File: src/rtl/ps2_key_rx.sv
// rtl/ps2_key_rx.sv - PS/2 keyboard receiver: synchroniser, glitch filter, frame FSM, E0/F0 decode.
// Optional PS2_TYPEMATIC_FILTER_EN suppresses typematic repeats of the held key.
module ps2_key_rx #(
   parameter int FILTER_LEN  = 8,
   parameter int TIMEOUT_CYC = 100000
) (
   input  logic        clk,
   input  logic        rst,
   input  logic        ps2_c,
   input  logic        ps2_d,
   output logic [10:0] key_event,
   output logic        key_strobe,
   output logic        frame_err
);

   localparam int FW = $clog2(FILTER_LEN + 1);
   localparam int TW = $clog2(TIMEOUT_CYC + 1);
   localparam logic [FW-1:0] FLT_LAST = FW'(FILTER_LEN - 1);
   localparam logic [TW-1:0] TO_LAST  = TW'(TIMEOUT_CYC - 1);

   typedef enum logic [1:0] {
      S_IDLE,
      S_DATA,
      S_PARITY,
      S_STOP
   } state_t;

   logic          r_c_s1, r_c_s2, r_d_s1, r_d_s2;
   logic          r_c_filt, r_d_filt, r_c_filt_q;
   logic [FW-1:0] r_c_cnt, r_d_cnt;

   state_t        r_state, w_next;
   logic [7:0]    r_shift;
   logic [2:0]    r_bit_cnt;
   logic          r_par;
   logic [TW-1:0] r_to_cnt;
   logic          r_ext_pend, r_brk_pend;
   logic [10:0]   r_key_event;
   logic          r_key_strobe, r_frame_err;

   logic          w_fall, w_stop_ok, w_stop_err, w_timeout, w_repeat;
   logic [10:0]   w_evt;

   // Two-flop synchronisers, then a counter that lets the filtered line
   // follow only after FILTER_LEN consecutive disagreeing samples.
   always_ff @(posedge clk) begin
      if (rst) begin
         r_c_s1     <= 1'b1;
         r_c_s2     <= 1'b1;
         r_d_s1     <= 1'b1;
         r_d_s2     <= 1'b1;
         r_c_filt   <= 1'b1;
         r_d_filt   <= 1'b1;
         r_c_filt_q <= 1'b1;
         r_c_cnt    <= '0;
         r_d_cnt    <= '0;
      end else begin
         r_c_s1     <= ps2_c;
         r_c_s2     <= r_c_s1;
         r_d_s1     <= ps2_d;
         r_d_s2     <= r_d_s1;
         r_c_filt_q <= r_c_filt;
         if (r_c_s2 == r_c_filt) begin
            r_c_cnt <= '0;
         end else if (r_c_cnt == FLT_LAST) begin
            r_c_filt <= r_c_s2;
            r_c_cnt  <= '0;
         end else begin
            r_c_cnt <= r_c_cnt + 1'b1;
         end
         if (r_d_s2 == r_d_filt) begin
            r_d_cnt <= '0;
         end else if (r_d_cnt == FLT_LAST) begin
            r_d_filt <= r_d_s2;
            r_d_cnt  <= '0;
         end else begin
            r_d_cnt <= r_d_cnt + 1'b1;
         end
      end
   end

   assign w_fall = r_c_filt_q & ~r_c_filt;

   always_comb begin
      w_next     = r_state;
      w_stop_ok  = 1'b0;
      w_stop_err = 1'b0;
      w_timeout  = 1'b0;
      case (r_state)
         S_IDLE: begin
            if (w_fall && !r_d_filt) w_next = S_DATA;
         end
         S_DATA: begin
            if (w_fall && r_bit_cnt == 3'd7) w_next = S_PARITY;
         end
         S_PARITY: begin
            if (w_fall) w_next = S_STOP;
         end
         S_STOP: begin
            if (w_fall) begin
               w_next = S_IDLE;
               if (r_d_filt && (^{r_shift, r_par})) w_stop_ok = 1'b1;
               else                                 w_stop_err = 1'b1;
            end
         end
         default: w_next = S_IDLE;
      endcase
      if (r_state != S_IDLE && !w_fall && r_to_cnt == TO_LAST) begin
         w_timeout = 1'b1;
         w_next    = S_IDLE;
      end
   end

   always_ff @(posedge clk) begin
      if (rst) begin
         r_state   <= S_IDLE;
         r_shift   <= '0;
         r_bit_cnt <= '0;
         r_par     <= 1'b0;
         r_to_cnt  <= '0;
      end else begin
         r_state <= w_next;
         if (r_state == S_IDLE || w_fall) r_to_cnt <= '0;
         else if (!w_timeout)             r_to_cnt <= r_to_cnt + 1'b1;
         if (w_fall) begin
            case (r_state)
               S_IDLE:   r_bit_cnt <= '0;
               S_DATA: begin
                  r_shift   <= {r_d_filt, r_shift[7:1]};
                  r_bit_cnt <= r_bit_cnt + 1'b1;
               end
               S_PARITY: r_par <= r_d_filt;
               default:  ;
            endcase
         end
      end
   end

   assign w_evt = {1'b1, r_ext_pend, r_brk_pend, r_shift};

`ifdef PS2_TYPEMATIC_FILTER_EN
   logic       r_held_vld;
   logic [8:0] r_held;
   logic       w_held_match;

   assign w_held_match = r_held_vld && (r_held == {r_ext_pend, r_shift});
   assign w_repeat     = !r_brk_pend && w_held_match;

   // Held key follows makes; a matching break releases it.
   always_ff @(posedge clk) begin
      if (rst) begin
         r_held_vld <= 1'b0;
         r_held     <= '0;
      end else if (w_stop_ok && r_shift != 8'hF0 && r_shift != 8'hE0) begin
         if (r_brk_pend) begin
            if (w_held_match) r_held_vld <= 1'b0;
         end else if (!w_held_match) begin
            r_held     <= {r_ext_pend, r_shift};
            r_held_vld <= 1'b1;
         end
      end
   end
`else
   assign w_repeat = 1'b0;
`endif

   always_ff @(posedge clk) begin
      if (rst) begin
         r_ext_pend   <= 1'b0;
         r_brk_pend   <= 1'b0;
         r_key_event  <= '0;
         r_key_strobe <= 1'b0;
         r_frame_err  <= 1'b0;
      end else begin
         r_key_strobe <= 1'b0;
         r_frame_err  <= w_stop_err | w_timeout;
         if (w_stop_ok) begin
            if (r_shift == 8'hF0) begin
               r_brk_pend <= 1'b1;
            end else if (r_shift == 8'hE0) begin
               r_ext_pend <= 1'b1;
            end else begin
               r_ext_pend <= 1'b0;
               r_brk_pend <= 1'b0;
               if (!w_repeat) begin
                  r_key_event  <= w_evt;
                  r_key_strobe <= 1'b1;
               end
            end
         end
      end
   end

   assign key_event  = r_key_event;
   assign key_strobe = r_key_strobe;
   assign frame_err  = r_frame_err;

endmodule

File: config.mk
export PLATFORM = sky130hd
export DESIGN_NAME = ps2_key_rx
export DESIGN_NICKNAME = d
export VERILOG_FILES = /design/src/rtl/ps2_key_rx.sv
export SDC_FILE = /design/constraint.sdc
export NUM_CORES = 1
export LEC_CHECK = 0
export ABC_AREA = 0
export ABC_CLOCK_PERIOD_IN_PS = 5960
export CELL_PAD_IN_SITES_DETAIL_PLACEMENT = 1
export CELL_PAD_IN_SITES_GLOBAL_PLACEMENT = 2
export CORE_MARGIN = 2
export CORE_UTILIZATION = 40
export DETAILED_ROUTE_END_ITERATION = 10
export MAX_ROUTING_LAYER = met4
export PLACE_DENSITY = 0.87
export REMOVE_ABC_BUFFERS = 1
export SETUP_SLACK_MARGIN = 0.5
export SKIP_CTS_REPAIR_TIMING = 1
export SYNTH_ARGS = -nofsm -noshare
export SYNTH_HDL_FRONTEND = slang
export SYNTH_SLANG_ARGS = --single-unit
File: constraint.sdc
create_clock -name clk -period 5.96 [get_ports clk]
set_input_delay 0.894 -clock clk [delete_from_list [all_inputs] [get_ports clk]]
set_output_delay 0.894 -clock clk [all_outputs]
set_load 0.01 [all_outputs]
# Word level (Yosys, flattened, before mapping)

Index checks and enable logic that the tools add are counted.

Eq/ne operators: 16
Bitwise logic cells: 8
$add $sub $neg: 4
Muxes and demuxes: 17
Reductions and logical operators: 26

Operators by type and width:

| operator                                             | number |
|---|---|
| adder 17 x 1 -> 17 bit (second input constant)       | 1 |
| equality test 17 bit (second input constant)         | 1 |
| equality test 8 bit (second input constant)          | 2 |
| AND reduction 2 bit                                  | 7 |
| 2-to-1 mux 1 bit                                     | 11 |
| inequality test 2 bit (second input constant)        | 5 |
| OR reduction 3 bit                                   | 3 |
| parity 9 bit                                         | 1 |
| adder 4 x 1 -> 4 bit (second input constant)         | 2 |
| equality test 4 x 3 -> 1 bit (second input constant) | 2 |
| 2-to-1 mux 2 bit                                     | 4 |
| case mux 2 bit (4 select lines)                      | 1 |
| NOT 1 bit                                            | 6 |
| case mux 3 bit (2 select lines)                      | 1 |
| logical AND 1 bit                                    | 5 |
| equality test 2 bit (second input constant)          | 2 |
| AND reduction 4 bit                                  | 1 |
| nonzero test 2 bit                                   | 2 |
| OR reduction 2 bit                                   | 2 |
| adder 3 x 1 -> 3 bit (second input constant)         | 1 |
| equality test 3 bit (second input constant)          | 1 |
| AND reduction 3 bit                                  | 1 |
| equality test 1 bit                                  | 2 |
| equality test 2 x 1 -> 1 bit (second input constant) | 1 |
| other kinds (5)                                      | 6 |

Bits in registers: 61
Word-level logic and storage cells: 90
Input bits: 4
Output and inout port bits: 13

# Depth between registers and ports, before layout

Depth in word-level cells: 7
Gate-level depth with buffers: 8

# Least setup slack after synthesis

Ideal clock, no wire load.

Path kind: register to register
From: register r_to_cnt[6]
To: register r_to_cnt[3]
Setup time: 0.128 ns
Arrival: 1.739 ns
Path slack: 4.093 ns
Stages on the path, launching flop included: 6
Buffers on the path: 0
Period minus slack after synthesis: 1.867 ns
Cell sequence: dfxtp_1 or4b_1 or4_4 o21bai_4 xor2_1 nor2_1

Word-level cells in the longest chain between the ends: 3

RTL lines:

| what                   | RTL line | RTL |
|---|---|---|
| from (decl)            | 36       | `logic [TW-1:0] r_to_cnt;` |
| from (signal assigned) | 124      | `else if (!w_timeout) r_to_cnt <= r_to_cnt + 1'b1;` |
| equality test 17 bit   | 108      | `if (r_state != S_IDLE && !w_fall && r_to_cnt == TO_LAST) begin` |
| logical AND 1 bit      | 108      |  |
| 2-to-1 mux 1 bit       | 108      |  |

No other way between the ends.
A chain may end at the register's enable or synchronous reset.

# Worst setup path after layout

From: register r_shift[4]
To: register r_key_event[1], in the netlist key_event[1]

Word-level cells in the longest chain between the ends: 6

RTL lines:

| what                              | RTL line | RTL |
|---|---|---|
| from (decl)                       | 33       | `logic [7:0] r_shift;` |
| from (signal assigned)            | 129      | `r_shift <= {r_d_filt, r_shift[7:1]};` |
| parity 9 bit                      | 102      | `if (r_d_filt && (^{r_shift, r_par})) w_stop_ok = 1'b1;` |
| logical AND 1 bit                 | 102      |  |
| 2-to-1 mux 1 bit                  | 102      |  |
| 2-to-1 mux 1 bit                  | 100      | `if (w_fall) begin` |
| 2-to-1 mux 1 bit                  | 89       | `case (r_state)` |
| AND reduction 3 bit (no line) (*) | n/a      |  |
| to (signal assigned)              | 186      | `r_key_event <= w_evt;` |
| to (decl)                         | 38       | `logic [10:0] r_key_event;` |

Mark *: on every way between the ends. The rest lies on a longest branch, timed or not.

==> flow_metrics.tcl <==
set metrics [dict create \
    status "complete, no violations" \
    fin_setup_tns_ps 0 \
    die_w_microns 88.1 \
    final_core_util_pct 47.5 \
    crit_required_ps 6180 \
    overflow 0 \
    cts_tree "done" \
    path_buf_inv 0 \
    hold_path.class "reg2reg" \
    endpoint_kind "flop" \
    cts_root_buffer "clkbuf_8" \
    ir_drop_v 0.000111 \
    synth_top_cell_by_area "dfxtp_1" \
    yosys.area.top_type_share_pct 43.2 \
    clock_latency_ps 350 \
    path_clk_slew_ps 70 \
    area_growth_pct 14.7 \
    ys_seq_elements 61 \
    first_pass_iters 4 \
    postRouteAntennaNets 0 \
    setup_viol 0 \
    power_per_cell_area_nw_per_um2 255 \
    crit_fanout 13 \
    numPortBuffers 16 \
    ioPinCount 17 \
    clockBufferDepth 2 \
    routedWlPerCell_microns 14.0 \
    synth-async-reset-ratio_pct 0 \
    die_h_microns 88.1 \
    worstPathCellList "xnor3_1, xnor3_2, mux2i_1, or2_1, o21ai_0" \
    num-fill-cells 830 \
    drive_gt1_share_pct 13.4 \
    synth_edf_count 0 \
    antenna_found_initial 0 \
    wl_microns 5940 \
    power_frac_seq_pct 49.6 \
    dieArea_sq_um 7760 \
    finalNonFillerCells 424 \
    row_count 30 \
    synth.distinct_cells 53 \
    nNetsFinal 336 \
    p_int_mw 0.647 \
    register_area_sq_um 1220 \
    start_kind "flop" \
    max_stage_delay_ps 640 \
    dp_hpwl_microns 4090 \
    hold_viol_final 0 \
    p_leak_nw 1.10 \
    rsz0062_at_grt "no" \
    synth_cells 310 \
    vias 2123 \
    syn-cell-area_sq_um 2830 \
    initial_utilization_pct 41.4 \
    numCtsBuffers 9 \
    htreeDepth 3 \
    power.total_mw 0.827 \
    clock-sinks 61 \
    tightest_slew_ps 717 \
    grt_max_degree 49 \
    path_delay_family "XOR/XNOR gates" \
    grt_pass1_wl_microns 10300 \
    slew-limit-headroom_pct 50.8 \
    route.detailed.drc 0 \
    drv_cap 0 \
    crit_type "reg2reg" \
    drt_iter0_drc 98 \
    fin_hold_ws_ps 423 \
    p_sw_share_pct 21.8 \
    power.share.clock_pct 49.1 \
    gr-usage-all-layers_pct 17.7 \
    fin_crit_ps 2500 \
    slew_violations 0 \
    synth_warnings 0 \
    ys_seq_area_share_pct 43.2 \
    multiInputGateArea_sq_um 1500 \
    fmax_mhz 399 \
    grt_pass1_vias 2211 \
    period_share_pct 42.0 \
    diodes 0 \
    p_switching_mw 0.180 \
    viasPerCell 5.01 \
    cp.arrival_ps 2720 \
    synth_area_per_cell_sq_um 9.13 \
    crit_path_top_delay_cell "mux2i_1" \
    p_comb_share_pct 1.3 \
    fin_skew_ps 8.37 \
    placedCellCount 408 \
    synth_flop_cell "dfxtp_1" \
    core_area_sq_um 6830 \
    synth_area_leaders "dfxtp_1 (43%), ha_1 (4.0%), nand2_1 (3.8%)" \
    routabilityCongestion 0.749 \
]
[kinds of logic after synthesis]
family          share of synthesized area [%]
buf+inv                                  3.80
xor+xnor                                 7.83
flops                                    43.2
simple gates                             26.4
mux                                      1.06
compound gates                           13.8
fa+ha+maj                                3.98
[cell usage in the layout, fill, tap and decap left out, types with 2 or more instances in the layout]
cell type        instances
a211o_1                  2
a21oi_1                 13
a21oi_2                  5
a22oi_1                  2
a31oi_1                  3
and2_1                   2
and3b_1                  2
bufinv_16                2
clkbuf_8                 9
clkdlybuf4s50_1         16
clkinv_2                 3
clkinvlp_4               2
dfxtp_1                 61
ha_1                     9
inv_1                    6
mux2i_1                  3
nand2_1                 29
nand2b_1                10
nand3_1                 11
nand3b_1                 2
nand4_1                  2
nand4b_1                 2
nor2_1                  27
nor2b_1                 12
nor3_1                   5
nor3_2                   2
nor4_1                   3
o21ai_0                 13
o21ai_1                 13
o21ba_2                  2
o31ai_1                  2
or2_2                    6
or3_1                    4
or3_2                    4
or4_1                    2
xnor2_1                 11
xor2_1                   9
[layer usage]
layer  vias up  GRT usage [%]  part of all wire [%]  wire length [microns]
li1       1095              -                     -                      -
met1       997           22.9                    52                   3090
met2        21           26.4                    44                   2590
met3        10           3.11                   2.2                    133
met4         0           9.09                   2.2                    130
met5         -              -                     0                      0
[power by group through the flow]
stage	Combinational (mW)	Sequential (mW)	Clock, mW
2_1_floorplan	0.00356	0.419	0
3_3_place_gp	0.0108	0.419	0
3_5_place_dp	0.0109	0.419	0
4_1_cts	0.0110	0.410	0.415
5_1_grt	0.0118	0.410	0.428
6_report	0.0107	0.410	0.406
[sequential cells by signal, indices dropped and copies added, names as in the netlist, 2 cells and up]
name	cells
r_to_cnt	17
r_state	2
key_event	11
r_shift	8
r_d_cnt	4
r_bit_cnt	3
r_c_cnt	4
[final timing paths]
| check | startpoint | endpoint | slack, ps | cells after the start |
|---|---|---|---|---|
| max | r_shift[4] | key_event[1] | 3460 | 5 |
| min | r_c_s1 | r_c_s2 | 420 | 1 |
| max reg2reg | r_shift[4] | key_event[1] | 3460 | 5 |
| min reg2reg | r_c_s1 | r_c_s2 | 420 | 1 |
[layout make-up]
cell class / count / share of cell area (%)
Multi-Input combinational cell: 228 / 46.2
Clock inverter: 7 / 2.78
Timing Repair Buffer: 17 / 5.17
Sequential cell: 61 / 37.6
Tap cell: 96 / 3.70
Inverter: 6 / 0.694
Clock buffer: 9 / 3.82
[through the flow]
stage	setup slack, ps	instance area [sq um]
after floorplan	3810	2740
final	3460	3250
after CTS	3440	3250
after detailed placement	3390	3030
after global routing	3160	3250
after global placement	3420	3030
[cells in the mapped netlist (5+ instances only)]
cell,n
dfxtp_1,61
nand2_1,29
nor2_1,27
a21oi_1,13
o21ai_0,13
o21ai_1,13
nor2b_1,12
nand3_1,11
xnor2_1,11
clkbuf_1,10
nand2b_1,10
ha_1,9
xor2_1,9
inv_1,6
or2_2,6
a21oi_2,5
nor3_1,5
Note: power is estimated with default switching activity, not from simulation.
